$ cat src/rtl/ropuf_key_sequencer.sv
`default_nettype none
// +----------------------------------------------------------------------------+
// | ropuf_key_sequencer: ring-oscillator PUF key-generation sequencer.         |
// | Optional tie-flag output enabled by macro ROPUF_TIE_FLAG_EN.               |
// | Revision: 1.0                                                              |
// +----------------------------------------------------------------------------+
module ropuf_key_sequencer #(
  parameter int unsigned KEY_BITS = 16,
  parameter logic [7:0]  WINDOW   = 8'd240,
  parameter int unsigned CNT_W    = 16
) (
  input  logic                clk,
  input  logic                Reset,
  input  logic                start,
  input  logic [15:0]         challenge,
  input  logic [CNT_W-1:0]    ro_cnt_a,
  input  logic [CNT_W-1:0]    ro_cnt_b,
  output logic [3:0]          sel_a,
  output logic [3:0]          sel_b,
  output logic                ro_clr,
  output logic                ro_en,
  output logic [7:0]          round,
  output logic                busy,
  output logic [KEY_BITS-1:0] key,
`ifdef ROPUF_TIE_FLAG_EN
  output logic [KEY_BITS-1:0] tie_mask,
`endif
  output logic                key_valid
);

  localparam logic [2:0] S_IDLE    = 3'd0;
  localparam logic [2:0] S_LOAD    = 3'd1;
  localparam logic [2:0] S_CLEAR   = 3'd2;
  localparam logic [2:0] S_MEASURE = 3'd3;
  localparam logic [2:0] S_COMPARE = 3'd4;
  localparam logic [2:0] S_ROTATE  = 3'd5;
  localparam logic [2:0] S_DONE    = 3'd6;

  localparam logic [7:0] C_ROUND_LAST  = 8'(KEY_BITS - 1);
  localparam logic [7:0] C_WINDOW_LAST = WINDOW - 8'd1;

  // Pair select: B is bumped by one (mod 16) so A and B never name the same RO.
  function automatic logic [7:0] pair_sel(input logic [15:0] c);
    logic [3:0] a;
    logic [3:0] b;
    a = c[15:12];
    b = c[11:8];
    if (a == b) begin
      b = b + 4'd1;
    end
    return {a, b};
  endfunction

  logic [2:0]          state_q, state_d;
  logic                start_q;
  logic [15:0]         req_chal_q;
  logic [15:0]         chal_q, chal_d;
  logic [7:0]          win_q, win_d;
  logic [7:0]          round_q, round_d;
  logic [KEY_BITS-1:0] key_q, key_d;
  logic [7:0]          sel_q, sel_d;
  logic                ro_clr_q;
  logic                ro_en_q;
  logic                busy_q;
  logic                key_valid_q;

  logic                cnt_gt;
  logic [15:0]         chal_rot;

  assign cnt_gt   = (ro_cnt_a > ro_cnt_b);
  assign chal_rot = {chal_q[0], chal_q[15:1]};

  always_comb begin
    state_d = state_q;
    chal_d  = chal_q;
    win_d   = win_q;
    round_d = round_q;
    key_d   = key_q;
    sel_d   = sel_q;
    case (state_q)
      S_IDLE, S_DONE: begin
        if (start_q) begin
          state_d = S_LOAD;
          chal_d  = req_chal_q;
          round_d = 8'd0;
          key_d   = '0;
          sel_d   = pair_sel(req_chal_q);
        end
      end
      S_LOAD: begin
        state_d = S_CLEAR;
      end
      S_CLEAR: begin
        state_d = S_MEASURE;
        win_d   = 8'd0;
      end
      S_MEASURE: begin
        if (win_q == C_WINDOW_LAST) begin
          state_d = S_COMPARE;
        end else begin
          win_d = win_q + 8'd1;
        end
      end
      S_COMPARE: begin
        key_d = {key_q[KEY_BITS-2:0], cnt_gt};
        if (round_q == C_ROUND_LAST) begin
          state_d = S_DONE;
        end else begin
          state_d = S_ROTATE;
          chal_d  = chal_rot;
          round_d = round_q + 8'd1;
          sel_d   = pair_sel(chal_rot);
        end
      end
      S_ROTATE: begin
        state_d = S_CLEAR;
      end
      default: begin
        state_d = S_IDLE;
      end
    endcase
  end

  // start and challenge are captured together so the challenge seen is the
  // one present on the start-sampling edge.
  always_ff @(posedge clk or posedge Reset) begin
    if (Reset) begin
      start_q    <= 1'b0;
      req_chal_q <= 16'd0;
    end else begin
      start_q <= start;
      if (start) begin
        req_chal_q <= challenge;
      end
    end
  end

  always_ff @(posedge clk or posedge Reset) begin
    if (Reset) begin
      state_q     <= S_IDLE;
      chal_q      <= 16'd0;
      win_q       <= 8'd0;
      round_q     <= 8'd0;
      key_q       <= '0;
      sel_q       <= 8'd0;
      ro_clr_q    <= 1'b0;
      ro_en_q     <= 1'b0;
      busy_q      <= 1'b0;
      key_valid_q <= 1'b0;
    end else begin
      state_q     <= state_d;
      chal_q      <= chal_d;
      win_q       <= win_d;
      round_q     <= round_d;
      key_q       <= key_d;
      sel_q       <= sel_d;
      ro_clr_q    <= (state_d == S_CLEAR);
      ro_en_q     <= (state_d == S_MEASURE);
      busy_q      <= (state_d != S_IDLE) && (state_d != S_DONE);
      key_valid_q <= (state_d == S_DONE);
    end
  end

`ifdef ROPUF_TIE_FLAG_EN
  logic [KEY_BITS-1:0] tie_q, tie_d;

  always_comb begin
    tie_d = tie_q;
    if ((state_q == S_IDLE || state_q == S_DONE) && start_q) begin
      tie_d = '0;
    end else if (state_q == S_COMPARE) begin
      tie_d = {tie_q[KEY_BITS-2:0], (ro_cnt_a == ro_cnt_b)};
    end
  end

  always_ff @(posedge clk or posedge Reset) begin
    if (Reset) begin
      tie_q <= '0;
    end else begin
      tie_q <= tie_d;
    end
  end

  assign tie_mask = tie_q;
`endif

  assign sel_a     = sel_q[7:4];
  assign sel_b     = sel_q[3:0];
  assign ro_clr    = ro_clr_q;
  assign ro_en     = ro_en_q;
  assign round     = round_q;
  assign busy      = busy_q;
  assign key       = key_q;
  assign key_valid = key_valid_q;

endmodule
`default_nettype wire
$ cat config.mk
export PLATFORM = sky130hd
export DESIGN_NAME = ropuf_key_sequencer
export DESIGN_NICKNAME = d
export VERILOG_FILES = /design/src/rtl/ropuf_key_sequencer.sv
export SDC_FILE = /design/constraint.sdc
export NUM_CORES = 1
export LEC_CHECK = 0
export CAP_MARGIN = 10
export CORE_MARGIN = 4
export CORE_UTILIZATION = 25
export CTS_BUF_LIST = sky130_fd_sc_hd__clkbuf_8 sky130_fd_sc_hd__clkbuf_16
export DETAILED_ROUTE_END_ITERATION = 8
export PLACE_DENSITY = 0.48
export SLEW_MARGIN = 20
export SYNTH_ARGS = -nofsm -noshare
export SYNTH_HDL_FRONTEND = slang
export SYNTH_SLANG_ARGS = --single-unit
$ cat constraint.sdc
create_clock -name clk -period 5.68 [get_ports clk]
set_input_delay 1.704 -clock clk [delete_from_list [all_inputs] [get_ports clk]]
set_output_delay 1.704 -clock clk [all_outputs]
set_load 0.02 [all_outputs]
==> results of run 1 <==
## worst max-delay path: cells and delay by family
family                     cells  cell delay, ps
AOI/OAI and AO/OA              2             790
adders and majority gates      1             280
buffers and inverters          2             490
and+or+nand+nor                2             220
## layout make-up
cell class,count,area share (%)
clock inverters,5,1.45
clock buffers,10,4.48
well taps,216,5.06
flip-flops and latches,76,35.6
repair buffers,88,16.4
multi-input cells,282,35.1
inverters,27,1.92
## where the power goes
| group | switching, µW | internal [µW] | leakage (µW) |
|---|---|---|---|
| combinational | 180 | 182 | 0.00126 |
| sequential | 89.9 | 629 | 0.000972 |
| clock | 221 | 393 | 0.000160 |
## cells in the mapped netlist (all sizes together), types with 3 or more instances
cell type   n  share of area [%]
dfrtp      76                 47
nand2      71                6.7
o21ai      30                3.7
inv        26                2.4
nand3      25                3.6
ha         20                6.2
mux2i      20                5.0
buf        16                3.0
a21oi      15                1.9
mux2       15                4.2
nor2       13                1.3
xor2        9                2.0
nand4       8                1.2
xnor2       7                1.5
or3         6               0.94
nor3        5               0.62
and3        4               0.62
clkbuf      4               0.41
nor4        4               0.62
a21o        3               0.56
## sequential cells by signal, indices dropped and copies added (netlist names), 3 cells and up
| name | cells |
|---|---|
| chal_q | 16 |
| key | 16 |
| req_chal_q | 16 |
| round | 8 |
| win_q | 8 |
| sel_q | 4 |
| state_q | 3 |
## through the flow
stage	setup WS, ps	util, %	hold slack (ps)
finish	2400	33.9	474
global route	2260	33.9	511
CTS	2410	33.9	483
detailed placement	2050	31.8	470
global placement	2100	31.8	467
floorplan	2040	-	449
## logic make-up (layout without fill, tap and decap cells)
kind of cell             count (synthesis)  after routing
AND/OR/NAND/NOR                        145            145
flip-flops                              76             76
adder cells (fa/ha/maj)                 21             21
multiplexers                            35             35
buffers and inverters                   47            130
AO/OA/AOI/OAI                           65             65
XOR/XNOR                                16             16
## metal layers
layer | GRT usage (%) | part of all wire, % | vias to the layer above
li1 | - | - | 1569
met1 | 14.4 | 48 | 1449
met2 | 16.4 | 45 | 76
met3 | 3.32 | 5.4 | 11
met4 | 4.41 | 1.6 | 0
met5 | 0 | 0 | -
## worst max path at each step
stage | cells after the start | end | slack, ps | start
6_report | 7 | key[0] | 2400 | ro_cnt_b[13]
5_1_grt | 7 | key[0] | 2260 | ro_cnt_b[13]
4_1_cts | 7 | key[0] | 2410 | ro_cnt_b[15]
3_5_place_dp | 7 | key[0] | 2050 | ro_cnt_b[15]
3_3_place_gp | 7 | key[0] | 2100 | ro_cnt_b[15]
2_1_floorplan | 1 | busy | 2040 | Reset
==> flow_summary_export.csv, run 1 <==
group,metric,value,unit
status,status,"finished clean",
cts,postCtsSetupBuffers,0,
grt,grt_pass1_wl,15600,µm
cts,cts_buffers,9,
critical_path,cp_cell_sequence,"clkdlybuf4s50_1 > inv_1 > ha_1 > nand4_1 > o41ai_1 > nor3_1 > a221o_1",
finish,fillers,1656,
yosys,yosys.cell_types.count,51,
grt,first_global_vias,3039,
pwr,leakage,0.00239,µW
route,viasPerCell,4.41,
cts,cts_max_level,3,
placement,gp_congestion,0.764,
sta,finalHoldViolCount,0,
sta,max-slew-margin-rel,38.8,%
yosys,synthXorXnorAreaFrac,3.50,%
sta,finalClockSkew,6.16,ps
sta,tightest_slew,916,ps
route,drt_iter0_markers,153,
finish,drive_gt1_share,7.99,%
grt,grt_max_degree,65,
critical_path,crit_type,"input port to register",
cts,hold_buffers,0,
critical_path,slowest_stage,"o41ai_1",
yosys,synth_top_family_by_area,"simple AND/OR/NAND/NOR gates",
finish,layout_common_cells,"clkdlybuf4s50_1 (86), dfrtp_1 (76), nand2_1 (71)",
yosys,yosysWarnings,0,
finish,final_common_cell,"clkdlybuf4s50_1",
floorplanning,die_h,135,µm
cts,cts_tree,"built",
grt,grtUsageTotal,10.8,%
floorplanning,dieArea,18100,µm²
cts,cts_resized,0,
critical_path,end_kind,"register",
route,ant_nets,0,
sta,fin_crit,3280,ps
route,dr.pass1.iters,4,
pwr,powerDensity,317,nW/µm²
critical_path,crit_path_start_kind,"input port",
cts,clkTransAtPathRegs,60,ps
hold_path,hp-class,"register to register",
critical_path,rr_startpoint,"state_q[0]",
yosys,synth_edf_count,0,
cts,clkLatencyLatePin,340,ps
critical_path,crit_required,5900,ps
floorplanning,start_util,25.4,%
yosys,synth_compound_area_share,9.78,%
yosys,yosys.area_share.simple,17.6,%
grt,globalRouteOverflowTotal,0,
yosys,async_flop_share,100,%
yosys,synth_nets,476,
hold_path,hold_depth,2,
route,post-route-drc-count,0,
cts,cts_root_buffer,"clkbuf_16",
placement,dp_cells,689,
finish,syn2layout_area_growth,33.3,%
hold_path,min_from,"sel_q[3]",
yosys,synth_seq_area_share,47.5,%
critical_path,rrSetupSlack,3300,ps
cts,clockBufferDepth,2,
pwr,vdd_drop_max,0.000133,V
sta,slew_viol_final,0,
sta,rsz0062_at_grt,"no",
yosys,synthAdderAreaFrac,6.53,%
route,avgRoutedWirePerCell,13.3,µm
yosys,syn_area,4010,µm²
placement,detailed_place_hpwl,6710,µm
route,routed_wl,9400,µm
grt,antenna_found_initial,0,
critical_path,reg2reg_depth,4,
yosys,synthMuxAreaShare,9.22,%
route,vias,3105,
finish,final_nets,555,
yosys,synth-main-ff-cell,"dfrtp_1",
sta,setup_tns,0,ps
sta,final-setup-viol-count,0,
floorplanning,placementRows,46,
hold_path,hold_end,"sel_q[3]",
sta,timing.fmax,305,MHz
floorplanning,coreArea,15800,µm²
critical_path,crit_path_max_incr_delay,470,ps
critical_path,regToRegEndpoint,"round[2]",
sta,period_share,57.7,%
yosys,syn_area_per_cell,9.89,µm²
placement,post_dp_cell_area,5020,µm²
finish,final_area,5340,µm²
finish,n_antenna_cell,0,
finish,seq_area,1900,µm²
floorplanning,die_w,135,µm
placement,portBuffers,86,
pwr,p_total,1690,µW
critical_path,worstPathArrival,3500,ps
yosys,synth_seq_cells,76,
yosys,syn_inst,405,
job,maxCapViolCount,0,
finish,final_cells,704,
floorplanning,num_io_pins,87,
cts,clock-sinks,76,
finish,multiInputGateArea,1870,µm²
critical_path,crit_path_max_fanout,3,
Power figures use the tool's default switching activity.
==> run 2: changes to the inputs <==
--- a/config.mk
+++ b/config.mk
@@ -10,7 +10,7 @@
 export CORE_UTILIZATION = 25
 export CTS_BUF_LIST = sky130_fd_sc_hd__clkbuf_8 sky130_fd_sc_hd__clkbuf_16
 export DETAILED_ROUTE_END_ITERATION = 8
-export PLACE_DENSITY = 0.48
+export PLACE_DENSITY = 0.5
 export SLEW_MARGIN = 20
 export SYNTH_ARGS = -nofsm -noshare
 export SYNTH_HDL_FRONTEND = slang
==> constraint.sdc (replaced) <==
create_clock -name clk -period 2.8 [get_ports clk]
set_input_delay 0.84 -clock clk [delete_from_list [all_inputs] [get_ports clk]]
set_output_delay 0.84 -clock clk [all_outputs]
set_load 0.02 [all_outputs]
==> run 2 against run 1 <==
Effect of this change:
- worst hold slack improved by 6.0 ps
- first-iteration DRC count decreased by 41%
- largest power group unchanged
- flip-flop and latch count unchanged
- clock skew decreased by 1.5 ps
==> flow_summary_export.csv, run 2 (synthesis gave the netlist of run 1 again) <==
group,metric,value,unit
sta,slew_viol_final,0,
route,ant_nets,0,
critical_path,crit_path_max_fanout,3,
sta,fin_hold_ws,480,ps
critical_path,rr_startpoint,"state_q[0]",
sta,finalHoldViolCount,0,
grt,grt_use_met2,17.3,%
cts,cts_resized,0,
cts,cts_root_buffer,"clkbuf_16",
cts,cts_max_level,3,
sta,rsz0062_at_grt,"no",
route,viasPerCell,4.45,
cts,postCtsSetupBuffers,0,
cts,cts_buffers,9,
critical_path,crit_type,"input port to register",
finish,syn2layout_area_growth,33.2,%
placement,post_dp_cell_area,5060,µm²
sta,timing.fmax,410,MHz
finish,layout_common_cells,"clkdlybuf4s50_1 (86), dfrtp_1 (76), nand2_1 (71)",
finish,final_cells,705,
grt,grt_use_met1,14.6,%
floorplanning,num_io_pins,87,
pwr,powerDensity,622,nW/µm²
pwr,vdd_drop_max,0.000277,V
cts,clkLatencyLatePin,330,ps
floorplanning,die_w,135,µm
grt,grt_pass1_wl,16100,µm
sta,finalClockSkew,4.66,ps
grt,first_global_vias,3140,
finish,post-route-util,33.8,%
sta,period_share,87.1,%
placement,dp_cells,692,
pwr,leakage,0.00239,µW
status,status,"finished clean",
critical_path,crit_path_max_incr_delay,480,ps
grt,gr-usage-met3,2.79,%
grt,grtUsageTotal,11.0,%
sta,final-setup-viol-count,0,
critical_path,reg2reg_depth,5,
finish,final_nets,558,
cts,hold_buffers,0,
hold_path,hold_depth,2,
placement,detailed_place_hpwl,6910,µm
floorplanning,dieArea,18100,µm²
grt,antenna_found_initial,0,
finish,drive_gt1_share,8.38,%
route,dr.pass1.iters,4,
critical_path,crit_path_start_kind,"input port",
hold_path,hold_end,"sel_q[0]",
floorplanning,coreArea,15800,µm²
critical_path,slowest_stage,"o41ai_1",
critical_path,regToRegEndpoint,"round[0]",
grt,globalRouteOverflowTotal,0,
route,vias,3137,
sta,tightest_slew,496,ps
grt,grt_max_degree,77,
route,avgRoutedWirePerCell,13.5,µm
critical_path,worstPathArrival,2660,ps
critical_path,crit_required,3020,ps
floorplanning,placementRows,46,
critical_path,cp_cell_sequence,"clkdlybuf4s50_1 > inv_1 > ha_1 > nand4_1 > o41ai_1 > nor3_1 > a221o_1",
hold_path,hp-class,"register to register",
hold_path,min_from,"sel_q[0]",
finish,final_common_cell,"clkdlybuf4s50_1",
critical_path,crit_start,"ro_cnt_b[14]",
route,drt_iter0_markers,90,
job,maxCapViolCount,0,
cts,clockBufferDepth,2,
finish,n_antenna_cell,0,
sta,fin_crit,2440,ps
sta,max-slew-margin-rel,66.9,%
critical_path,cp_num_buf_inv,2,
placement,gp_congestion,0.735,
finish,final_area,5340,µm²
route,post-route-drc-count,0,
critical_path,end_kind,"register",
critical_path,rrSetupSlack,720,ps
cts,cts_tree,"built",
placement,portBuffers,86,
floorplanning,die_h,135,µm
floorplanning,start_util,25.4,%
critical_path,crit_family,"compound AO/OA/AOI/OAI gates",
grt,grt-busiest-layer,"met2",
cts,clkTransAtPathRegs,60,ps
cts,clock-sinks,76,
route,routed_wl,9540,µm
[run 2: layout make-up]
type	count	area [µm²]
Fill cell	1648	10400
Sequential cell	76	1900
Multi-Input combinational cell	282	1870
Timing Repair Buffer	91	911
Tap cell	216	270
Clock buffer	10	239
Inverter	27	101
Clock inverter	3	40.0
[run 2: how the worst max path moves through the flow]
stage                         to  cells after the start
after floorplan             busy                      1
after global placement    key[0]                      7
after detailed placement  key[0]                      7
after CTS                 key[0]                      7
after global routing      key[0]                      7
final                     key[0]                      7
[run 2: power by group]
part / switching (µW) / internal [µW]
logic: 366 / 372
registers: 185 / 1280
clock network: 423 / 695
total: 974 / 2340
[run 2: per-stage QoR]
stage	setup slack, ps	setup TNS (ps)	power [µW]
after global routing	220	0	3530
after floorplan	21.7	0	1930
after CTS	358	0	3380
final	362	0	3320
after global placement	77.2	0	2200
after detailed placement	-3.51	-3.51	2240
[run 2: worst register-to-register path, cell delays in order, from the launching register on]
cell	delay, ps
dfrtp_1	610
clkinv_1	380
nand3_1	330
buf_4	280
nor2_1	110
mux2_2	280
[run 2: layer usage]
layer | vias up | routed length (µm) | share of wire (%)
met3 | 9 | 417 | 4.4
li1 | 1570 | - | -
met2 | 74 | 4480 | 47
met4 | 0 | 122 | 1.3
met1 | 1484 | 4520 | 47
met5 | - | 0 | 0
==> run 3: changes to the inputs <==
--- a/config.mk
+++ b/config.mk
@@ -10,7 +10,7 @@
 export CORE_UTILIZATION = 25
 export CTS_BUF_LIST = sky130_fd_sc_hd__clkbuf_8 sky130_fd_sc_hd__clkbuf_16
 export DETAILED_ROUTE_END_ITERATION = 8
-export PLACE_DENSITY = 0.5
+export PLACE_DENSITY = 0.48
 export SLEW_MARGIN = 20
 export SYNTH_ARGS = -nofsm -noshare
 export SYNTH_HDL_FRONTEND = slang
==> constraint.sdc (replaced) <==
create_clock -name clk -period 2.68 [get_ports clk]
set_input_delay 0.804 -clock clk [delete_from_list [all_inputs] [get_ports clk]]
set_output_delay 0.804 -clock clk [all_outputs]
set_load 0.02 [all_outputs]
==> run 3 against run 2 <==
Effect of this change:
- non-clock buffer count is 2 higher
- worst hold slack worse by 2.5 ps
- combinational power increased by 4.5%
- global-route usage shrank 0.060 points
- first-iteration DRC count up 93%
- sequential power grew 4%
==> flow_summary_export.csv, run 3 (synthesis gave the netlist of run 1 again) <==
group,metric,value,unit
cts,cts_tree,"built",
sta,max-slew-margin-rel,66.9,%
finish,layout_common_cells,"clkdlybuf4s50_1 (86), dfrtp_1 (76), nand2_1 (71)",
hold_path,hold_depth,2,
route,avgRoutedWirePerCell,13.3,µm
sta,timing.fmax,425,MHz
sta,slew_viol_final,0,
sta,tightest_slew,496,ps
critical_path,slowest_stage,"clkdlybuf4s50_1",
pwr,swShare,29.4,%
pwr,leakage,0.00240,µW
route,vias,3099,
critical_path,crit_path_start_kind,"input port",
pwr,powerDensity,656,nW/µm²
sta,final-setup-viol-count,0,
placement,detailed_place_hpwl,6790,µm
hold_path,hp-class,"register to register",
critical_path,reg2reg_depth,6,
finish,n_antenna_cell,0,
critical_path,worst-path-stages,7,
status,status,"finished clean",
placement,portBuffers,86,
cts,clockBufferDepth,2,
grt,grt_max_degree,77,
critical_path,cp_cell_sequence,"clkdlybuf4s50_1 > inv_1 > ha_1 > nand4_1 > o41ai_1 > nor3_1 > a221o_1",
sta,finalHoldViolCount,0,
finish,syn2layout_area_growth,34.3,%
grt,first_global_vias,3235,
critical_path,worstPathArrival,2570,ps
critical_path,cp_num_buf_inv,2,
floorplanning,dieArea,18100,µm²
finish,drive_gt1_share,9.11,%
grt,antenna_found_initial,0,
grt,grt_pass1_wl,15900,µm
route,viasPerCell,4.36,
sta,setup_tns,0,ps
floorplanning,placementRows,46,
finish,final_common_cell,"clkdlybuf4s50_1",
pwr,seqPwrFrac,43.1,%
grt,globalRouteOverflowTotal,0,
route,post-route-drc-count,0,
sta,rsz0062_at_grt,"no",
job,maxCapViolCount,0,
critical_path,crit_path_max_fanout,2,
route,ant_nets,0,
finish,final_nets,560,
cts,cts_max_level,3,
floorplanning,start_util,25.4,%
sta,finalClockSkew,4.74,ps
critical_path,crit_path_max_incr_delay,460,ps
floorplanning,die_w,135,µm
cts,clock-sinks,76,
route,drt_iter0_markers,174,
cts,clkLatencyLatePin,330,ps
route,routed_wl,9450,µm
pwr,pwr-share-comb,21.9,%
cts,cts_buffers,9,
critical_path,crit_required,2900,ps
pwr,p_clk_share,35.0,%
cts,hold_buffers,0,
route,dr.pass1.iters,4,
critical_path,crit_type,"input port to register",
cts,postCtsSetupBuffers,0,
sta,period_share,87.9,%
cts,cts_root_buffer,"clkbuf_16",
cts,cts_resized,0,
placement,dp_slack,-32.9,ps
grt,grtUsageTotal,11.0,%
critical_path,end_kind,"register",
pwr,p_int,2490,µW
critical_path,crit_family,"compound AO/OA/AOI/OAI gates",
pwr,p_switching,1040,µW
floorplanning,num_io_pins,87,
floorplanning,die_h,135,µm
floorplanning,coreArea,15800,µm²
sta,fin_crit,2360,ps
sta,worst_slack,324,ps
pwr,vdd_drop_max,0.000344,V
placement,gp_congestion,0.756,
cts,clkTransAtPathRegs,60,ps
==> run 3: worst paths after layout <==
path / startpoint / endpoint / slack [ps]
max in group asynchronous: Reset / key[8] / 1420
setup reg to reg: round[0] / sel_q[2] / 600
setup / recovery: ro_cnt_b[9] / key[0] / 320
hold / removal: chal_q[7] / chal_q[7] / 480
hold reg to reg: chal_q[7] / chal_q[7] / 480
min in group asynchronous: Reset / ro_en / 920
==> run 3: through the flow <==
stage | instance area (µm²) | utilization, % | total power, µW | hold slack, ps | instances
after floorplan | 4010 | - | 2020 | 449 | 405
after global placement | 5070 | 32.2 | 2300 | 465 | 694
after detailed placement | 5070 | 32.2 | 2330 | 471 | 694
after CTS | 5380 | 34.1 | 3600 | 485 | 710
after global routing | 5380 | 34.1 | 3770 | 514 | 710
final | 5380 | 34.1 | 3530 | 477 | 710
==> run 3: layout make-up <==
type | count | area, µm²
fill | 1647 | 10400
clock inverter | 5 | 51.3
tap | 216 | 270
clock buffer | 11 | 253
inverter | 27 | 105
sequential | 76 | 1900
timing repair buffer | 93 | 926
multi-input combinational | 282 | 1870
==> run 3: worst min-delay path, cell delays in order, from the launching register on <==
cell	delay [ps]
dfrtp_1	340
nand2_1	40
o21ai_0	60
==> run 3: power groups by stage <==
stage | Combinational, µW | Clock, µW | Sequential (µW)
4_1_cts | 788 | 1280 | 1530
5_1_grt | 884 | 1330 | 1560
3_5_place_dp | 786 | 0 | 1550
3_3_place_gp | 764 | 0 | 1540
6_report | 771 | 1230 | 1520
2_1_floorplan | 501 | 0 | 1520
==> run 3: routing by layer <==
layer / share of wire, % / up-vias / global-route usage, %
li1: - / 1572 / -
met1: 48 / 1439 / 14.4
met2: 45 / 74 / 17.3
met3: 5.3 / 14 / 3.54
met4: 1.8 / 0 / 3.45
met5: 0 / - / 0
